[src/rtl/soc_irq_ctrl.sv]
// soc_irq_ctrl: platform interrupt controller for six level-sensitive
// peripheral sources (IDs 1..6) with priority/enable/threshold and a
// claim/complete register, accessed over a Wishbone-style slave port.
module soc_irq_ctrl #(
  parameter int ADDR_W = 12,
  parameter int PRIO_W = 3
) (
  input  logic              clk,
  input  logic              reset,
  input  logic              uart_irq,
  input  logic              spi_flash_irq,
  input  logic              spi2_irq,
  input  logic              gpio_irq,
  input  logic              i2c_irq,
  input  logic              ptc_irq,
  input  logic [ADDR_W-1:0] wb_adr_i,
  input  logic [31:0]       wb_dat_i,
  output logic [31:0]       wb_dat_o,
  input  logic              wb_we_i,
  input  logic [3:0]        wb_sel_i,
  input  logic              wb_stb_i,
  input  logic              wb_cyc_i,
  output logic              wb_ack_o,
  output logic              ext_irq_o
);

  localparam int NSRC = 6;
  localparam logic [ADDR_W-1:0] PEND_ADDR  = ADDR_W'('h080);
  localparam logic [ADDR_W-1:0] EN_ADDR    = ADDR_W'('h100);
  localparam logic [ADDR_W-1:0] THR_ADDR   = ADDR_W'('h200);
  localparam logic [ADDR_W-1:0] CLAIM_ADDR = ADDR_W'('h204);

  // Source vector indexed by interrupt ID (bit 0 unused, ID 0 means "none")
  logic [NSRC:1]     src;
  logic [NSRC:1]     pending;
  logic [NSRC:1]     in_service;
  logic [NSRC:1]     qualified;
  logic [NSRC:1]     hit_prio;
  logic [NSRC:1]     claim_sel;
  logic [NSRC:1]     complete_sel;
  logic [PRIO_W-1:0] prio [1:NSRC];

  logic [NSRC:1]     enable_reg;
  logic [PRIO_W-1:0] threshold_reg;
  logic              ack_reg;
  logic              ext_reg;
  logic [31:0]       dat_reg;

  logic [ADDR_W-1:0] word_adr;
  logic              access;
  logic              bus_rd;
  logic              bus_wr;
  logic              hit_pend;
  logic              hit_en;
  logic              hit_thr;
  logic              hit_claim;
  logic              claim_fire;
  logic              complete_fire;
  logic [2:0]        claim_id;
  logic [PRIO_W-1:0] best_prio;
  logic [31:0]       rdata;
  logic              unused_bits;

  assign src = {ptc_irq, i2c_irq, gpio_irq, spi2_irq, spi_flash_irq, uart_irq};

  // Byte lanes are ignored and accesses are word-aligned, so drop the low bits
  assign word_adr  = {wb_adr_i[ADDR_W-1:2], 2'b00};
  assign access    = wb_cyc_i && wb_stb_i && !ack_reg;
  assign bus_rd    = access && !wb_we_i;
  assign bus_wr    = access && wb_we_i;
  assign hit_pend  = (word_adr == PEND_ADDR);
  assign hit_en    = (word_adr == EN_ADDR);
  assign hit_thr   = (word_adr == THR_ADDR);
  assign hit_claim = (word_adr == CLAIM_ADDR);

  // A claim that finds nothing must not disturb any state
  assign claim_fire    = bus_rd && hit_claim && (claim_id != 3'd0);
  assign complete_fire = bus_wr && hit_claim;

  assign unused_bits = ^{wb_sel_i, wb_adr_i[1:0], wb_dat_i[31:7]};

  // Arbitration: strictly-greater compare keeps the lowest ID on ties and
  // starting from zero excludes priority-0 sources; threshold is not involved
  always_comb begin
    claim_id  = 3'd0;
    best_prio = '0;
    for (int i = 1; i <= NSRC; i++) begin
      if (pending[i] && enable_reg[i] && (prio[i] > best_prio)) begin
        best_prio = prio[i];
        claim_id  = 3'(i);
      end
    end
  end

  genvar gi;
  generate
    for (gi = 1; gi <= NSRC; gi++) begin : g_src
      logic              pending_reg;
      logic              in_service_reg;
      logic [PRIO_W-1:0] prio_reg;

      assign hit_prio[gi]     = (word_adr == ADDR_W'(4 * gi));
      assign claim_sel[gi]    = claim_fire && (claim_id == 3'(gi));
      assign complete_sel[gi] = complete_fire && (wb_dat_i[2:0] == 3'(gi));

      // Level gateway and priority register; a claim beats a same-cycle re-set
      always_ff @(posedge clk or posedge reset) begin
        if (reset) begin
          pending_reg    <= 1'b0;
          in_service_reg <= 1'b0;
          prio_reg       <= '0;
        end else begin
          if (claim_sel[gi])
            pending_reg <= 1'b0;
          else if (src[gi] && !in_service_reg)
            pending_reg <= 1'b1;
          if (claim_sel[gi])
            in_service_reg <= 1'b1;
          else if (complete_sel[gi])
            in_service_reg <= 1'b0;
          if (bus_wr && hit_prio[gi])
            prio_reg <= wb_dat_i[PRIO_W-1:0];
        end
      end

      assign pending[gi]    = pending_reg;
      assign in_service[gi] = in_service_reg;
      assign prio[gi]       = prio_reg;
      assign qualified[gi]  = pending_reg && enable_reg[gi] && (prio_reg > threshold_reg);
    end
  endgenerate

  // Read mux; priority[0] and unmapped words fall through to zero
  always_comb begin
    rdata = '0;
    for (int i = 1; i <= NSRC; i++) begin
      if (hit_prio[i])
        rdata[PRIO_W-1:0] = prio[i];
    end
    if (hit_pend)
      rdata = {25'd0, pending, 1'b0};
    if (hit_en)
      rdata = {25'd0, enable_reg, 1'b0};
    if (hit_thr)
      rdata[PRIO_W-1:0] = threshold_reg;
    if (hit_claim)
      rdata[2:0] = claim_id;
  end

  // Bus handshake, global registers and the registered interrupt request
  always_ff @(posedge clk or posedge reset) begin
    if (reset) begin
      ack_reg       <= 1'b0;
      dat_reg       <= '0;
      enable_reg    <= '0;
      threshold_reg <= '0;
      ext_reg       <= 1'b0;
    end else begin
      ack_reg <= access;
      dat_reg <= bus_rd ? rdata : 32'd0;
      if (bus_wr && hit_en)
        enable_reg <= wb_dat_i[NSRC:1];
      if (bus_wr && hit_thr)
        threshold_reg <= wb_dat_i[PRIO_W-1:0];
      ext_reg <= |qualified;
    end
  end

  assign wb_ack_o  = ack_reg;
  assign wb_dat_o  = dat_reg;
  assign ext_irq_o = ext_reg;

  // in_service has no read port; it is observable only through the gateway
  logic unused_in_service;
  assign unused_in_service = ^in_service;

endmodule

[config.mk]
export PLATFORM = sky130hd
export DESIGN_NAME = soc_irq_ctrl
export DESIGN_NICKNAME = d
export VERILOG_FILES = /design/src/rtl/soc_irq_ctrl.sv
export SDC_FILE = /design/constraint.sdc
export NUM_CORES = 1
export LEC_CHECK = 0
export BUFFER_PORTS_ARGS = -buffer_cell sky130_fd_sc_hd__buf_2
export CAP_MARGIN = 5
export CORE_ASPECT_RATIO = 0.6
export CORE_MARGIN = 5
export CORE_UTILIZATION = 55
export CTS_CLUSTER_DIAMETER = 80
export DETAILED_ROUTE_END_ITERATION = 8
export GPL_TIMING_DRIVEN = 0
export HOLD_SLACK_MARGIN = 0.06
export PLACE_DENSITY_LB_ADDON = 0.08
export SETUP_SLACK_MARGIN = 0.5
export SYNTH_ARGS = -nofsm -noshare
export SYNTH_HDL_FRONTEND = slang
export SYNTH_SLANG_ARGS = --single-unit
[constraint.sdc]
create_clock -name clk -period 13.2 [get_ports clk]
set_clock_uncertainty 0.05 [all_clocks]
set_input_delay 1.32 -clock clk [delete_from_list [all_inputs] [get_ports clk]]
set_output_delay 1.32 -clock clk [all_outputs]
set_load 0.05 [all_outputs]
# Word-level counts from Yosys, hierarchy flattened
# Index checks and enable logic that the tools add are counted.
op_classes:
  n_mux: 46
  order_cmp: 12
  eq_ne: 22
  reduce_logical: 73
op_table:
  columns: ["cell", "count"]
  rows:
  - ["$mux 32", 2]
  - ["$mux 3", 18]
  - ["$logic_and 1x1->1", 51]
  - ["$gt 3x3->1", 11]
  - ["$eq 10x3->1 const B", 3]
  - ["$mux 1", 25]
  - ["$reduce_bool 2->1", 12]
  - ["$eq 10x2->1 const B", 2]
  - ["$eq 10x8->1 const B", 2]
  - ["$eq 3x3->1 const B", 6]
  - ["$eq 3x2->1 const B", 4]
  - ["$eq 10x1->1 const B", 1]
  - ["$eq 10x6->1 const B", 1]
  - ["$eq 10x7->1 const B", 1]
  - ["$logic_not 1->1", 8]
  - ["$mux 7", 1]
  - ["$eq 3x1->1 const B", 2]
  - ["$reduce_or 6->1", 1]
  - ["$gt 3x1->1 const B", 1]
  - ["$reduce_bool 3->1", 1]
word_totals:
  register_bits: 73
  output_inout_bits: 34

# Depth between registers and ports, before layout
depth:
  word_depth: 22
  ltp_mapped: 37

# Worst setup path after synthesis
# OpenSTA, ideal clock, no wires.
synth_path:
  path_kind: "reg-to-reg"
  start: "register g_src[1].prio_reg[1]"
  end: "register g_src[1].pending_reg"
  required_ns: 13.007
  arrival_ns: 6.903
  setup_ns: 0.143
  setup_slack_ns: 6.104
  path_stages_with_launch: 34
  synth_period_minus_slack_ns: 7.096
  path_buffers: 1
  cell_sequence: "dfrtp_1 nand3_1 ha_1 nor2b_1 o311a_1 buf_6 a21oi_1 ha_1 nand2_1 a21oi_1 mux2i_4 o211a_1 nor2_1 a21oi_1 ha_1 nor2_1 a22o_1 nor2_1 o32ai_4 mux2_4 ha_1 inv_1 a21o_1 a21oi_1 a311oi_1 clkinv_1 a21o_1 ha_1 nor2b_1 o21ai_0 inv_1 o21a_1 nor4_2 a31oi_1"
synth_via:
  elab_chain_len: 22
  elab_cells_between_ends: 29
  cone_classes: "order compare (6); eq/ne (1); mux (12); reduce/logical (10)"
synth_lines:
  columns: ["element", "line_no", "rtl"]
  rows:
  - ["from (decl)", "100", "logic [PRIO_W-1:0] prio_reg;"]
  - ["from (signal assigned)", "122", "prio_reg <= wb_dat_i[PRIO_W-1:0];"]
  - ["$gt 3x1->1", "88", "if (pending[i] && enable_reg[i] && (prio[i] > best_prio)) begin"]
  - ["$logic_and 1x1->1", "88", null]
  - ["$mux 3", "88", null]
  - ["$gt 3x3->1", "88", null]
  - ["$logic_and 1x1->1", "88", null]
  - ["$mux 3", "88", null]
  - ["$gt 3x3->1", "88", null]
  - ["$logic_and 1x1->1", "88", null]
  - ["[... 6 more ...]", null, null]
  - ["$mux 3", "88", null]
  - ["$gt 3x3->1", "88", null]
  - ["$logic_and 1x1->1", "88", null]
  - ["$mux 3 *", "88", null]
  - ["$reduce_bool 3->1", "77", "assign claim_fire = bus_rd && hit_claim && (claim_id != 3'd0);"]
  - ["$logic_and 1x1->1", "77", null]
  - ["$logic_and 1x1->1 *", "103", "assign claim_sel[gi] = claim_fire && (claim_id == 3'(gi));"]
  - ["$mux 1 or $reduce_bool 2->1 (tied branches)", null, null]
  - ["to (signal assigned)", "109", "pending_reg <= 1'b0;"]
  - ["to (signal assigned)", "114", "pending_reg <= 1'b0;"]
  - ["to (signal assigned)", "116", "pending_reg <= 1'b1;"]
  - ["to (decl)", "98", "logic pending_reg;"]
# Every way passes the cells marked *; elsewhere a longest branch is shown, timed or not.
# A chain may end at the register's enable or synchronous reset.

# Final worst setup path
# Same ends and word-level chain as after synthesis.

==> flow_metrics.tcl <==
set metrics [dict create \
    synth_top_area_cell "dfrtp_1" \
    clk_latency_ns 0.29 \
    ioPinCount 93 \
    synth-compound-area-share_pct 19.2 \
    rows 22 \
    cts_buffers 5 \
    status "complete, no violations" \
    async_reset_ff_share_pct 100 \
    fin_hold_ws_ns 0.443 \
    setup_tns_ns 0 \
    synth_edf_count 0 \
    vias 2919 \
    synth_most_common_cell "dfrtp_1" \
    slew-limit-headroom_pct 33.5 \
    viasPerCell 5.69 \
    grt_pass1_vias 2884 \
    synth-simple-area-share_pct 15.4 \
    ys_top_cells_by_count "48 x dfrtp_1, 30 x ha_1, 29 x nor2_1" \
    rsz0062_at_grt "no" \
    ir_drop_v 0.0000398 \
    seq_area_frac_synth_pct 34.7 \
    clkTransAtPathRegs_ns 0.08 \
    routed_wirelength_um 8710 \
    final_cell_area_um2 3920 \
    track_usage_pct 22.5 \
    wl_per_cell_um 17.0 \
    clockBufferDepth 2 \
    synth_top_family_by_area "compound AO/OA/AOI/OAI gates" \
    period_needed_ns 8.49 \
    area_delta_synth_final_pct 13.2 \
    first_pass_iters 4 \
    synth-adder-area-share_pct 10.8 \
    critical_path_arrival_ns 8.60 \
    drtIter0Drc 223 \
    nets 520 \
    critPathRequiredTime_ns 13.30 \
    syn_avg_cell_area_um2 9.46 \
    yosysTopAreaCellShare_pct 34.7 \
    grt_start_max_net_pins 34 \
    tightest_slew_ns 0.990 \
    crit_top_cell "ha_1" \
    yosys_register_bits 48 \
    dpl_cell_area_um2 3850 \
    post_cts_resized 0 \
    power_uw 268 \
    synth_cells 366 \
    synth_area_um2 3460 \
    die_h_um 71.5 \
    yosysWarnings 0 \
    crit_fanout 10 \
    worst_slack_ns 4.71 \
    grt_pass1_wl_um 14500 \
    largest_reg_flops 18 \
    post-place-ws_ns 4.82 \
    critPathMaxStageDelay_ns 0.80 \
    drc 0 \
    muxShareOfSynthArea_pct 10.5 \
    r2r_slack_ns 4.71 \
    leakagePower_uw 0.00183 \
    start_util_pct 56.7 \
    place_hpwl_um 7000 \
    clockRootBuffer "clkbuf_8" \
    synthFlopType "dfrtp_1" \
    coreArea_um2 6110 \
    synth_cell_types 58 \
    period_share_pct 64.4 \
    antenna_found_initial 0 \
    start_kind "flip-flop" \
    slew_viol_final 0 \
    htreeDepth 2 \
    drive_above_1_share_pct 24.2 \
    hold_buffers 0 \
    die-area_um2 8030 \
    antenna_cells 0 \
    p_per_area_nw_per_um2 68.5 \
    max_freq_ghz 0.118 \
    setup_viol 0 \
    gp_congestion 0.907 \
    hold_class "flip-flop to flip-flop" \
    drv_cap 0 \
    cpMaxStageDelayCell "a311oi_1" \
    io_buffers 33 \
    cts_tree "built" \
    path_class "flip-flop to flip-flop" \
    die_w_um 112 \
    synth_area_leaders "dfrtp_1 35%, ha_1 11%, mux2_2 7.8%" \
    cp-end-kind "flip-flop" \
    overflow 0 \
    postCtsSetupRepairBufs 0 \
    synth_xor_area_share_pct 0.253 \
    ant_nets 0 \
    clock-sinks 48 \
    hold_violations 0 \
]
==> final cells by class <==
type,count,area (µm²)
Fill cell,528,2190
Sequential cell,48,1200
Inverter,22,82.6
Tap cell,84,105
Timing Repair Buffer,34,185
Clock buffer,5,68.8
Multi-Input combinational cell,286,2040
Buffer,34,230
==> kinds of logic after synthesis <==
kind of cell,after synthesis
xor gates and xnor gates,1
other,1
buffers and inverters,56
and+or+nand+nor,107
adders and majority gates,30
muxes,31
DFF,48
AOI/OAI and AO/OA,92
==> per-stage QoR <==
step,std cells,utilization (%)
3_5_place_dp,508,63.0
6_report,513,64.1
3_3_place_gp,507,62.6
4_1_cts,513,64.1
5_1_grt,513,64.1
2_1_floorplan,390,-
==> routing by layer <==
metal	track usage, %	up-vias	wire length (µm)
met2	34.5	114	3630
met3	4.30	10	910
met5	0	-	0
met4	2.67	0	38
met1	33.9	1381	4130
li1	-	1414	-
==> worst max-delay path, delay by kind of cell, from the launching register on <==
kind / cells / cell delay (ns)
buffers and inverters: 4 / 0.79
muxes: 2 / 0.60
AOI/OAI and AO/OA: 14 / 3.56
adders and majority gates: 5 / 1.38
DFF: 1 / 0.53
and+or+nand+nor: 8 / 1.41
==> where the power goes <==
group	switching, µW	internal [µW]
clock network	45.2	34.3
registers	0.755	147
logic	28.7	11.7
==> final timing paths <==
path                                                        from                                  end  cells after the start
max in group asynchronous                                  reset  g_src[1].in_service_reg$_DFFE_PP0P_                      3
worst max-delay path            g_src[1].prio_reg[1]$_DFFE_PP0P_     g_src[1].pending_reg$_DFFE_PP0P_                     33
min in group asynchronous                                  reset         threshold_reg[1]$_DFFE_PP0P_                      2
worst min register to register                wb_ack_o$_DFF_PP0_                   wb_ack_o$_DFF_PP0_                      1
worst min-delay path                          wb_ack_o$_DFF_PP0_                   wb_ack_o$_DFF_PP0_                      1
worst max register to register  g_src[1].prio_reg[1]$_DFFE_PP0P_     g_src[1].pending_reg$_DFFE_PP0P_                     33
==> cell usage in the layout (no fill, tap or decap), drive strengths merged, types with 18 or more instances in the layout <==
| cell type | synthesis | routed |
|---|---|---|
| a21oi | 19 | 19 |
| buf | 28 | 62 |
| conb | 1 | 25 |
| dfrtp | 48 | 48 |
| ha | 30 | 30 |
| inv | 21 | 21 |
| mux2 | 26 | 26 |
| nand2 | 26 | 26 |
| nor2 | 29 | 29 |
| o21ai | 18 | 18 |
(Power assumes the default switching activity.)
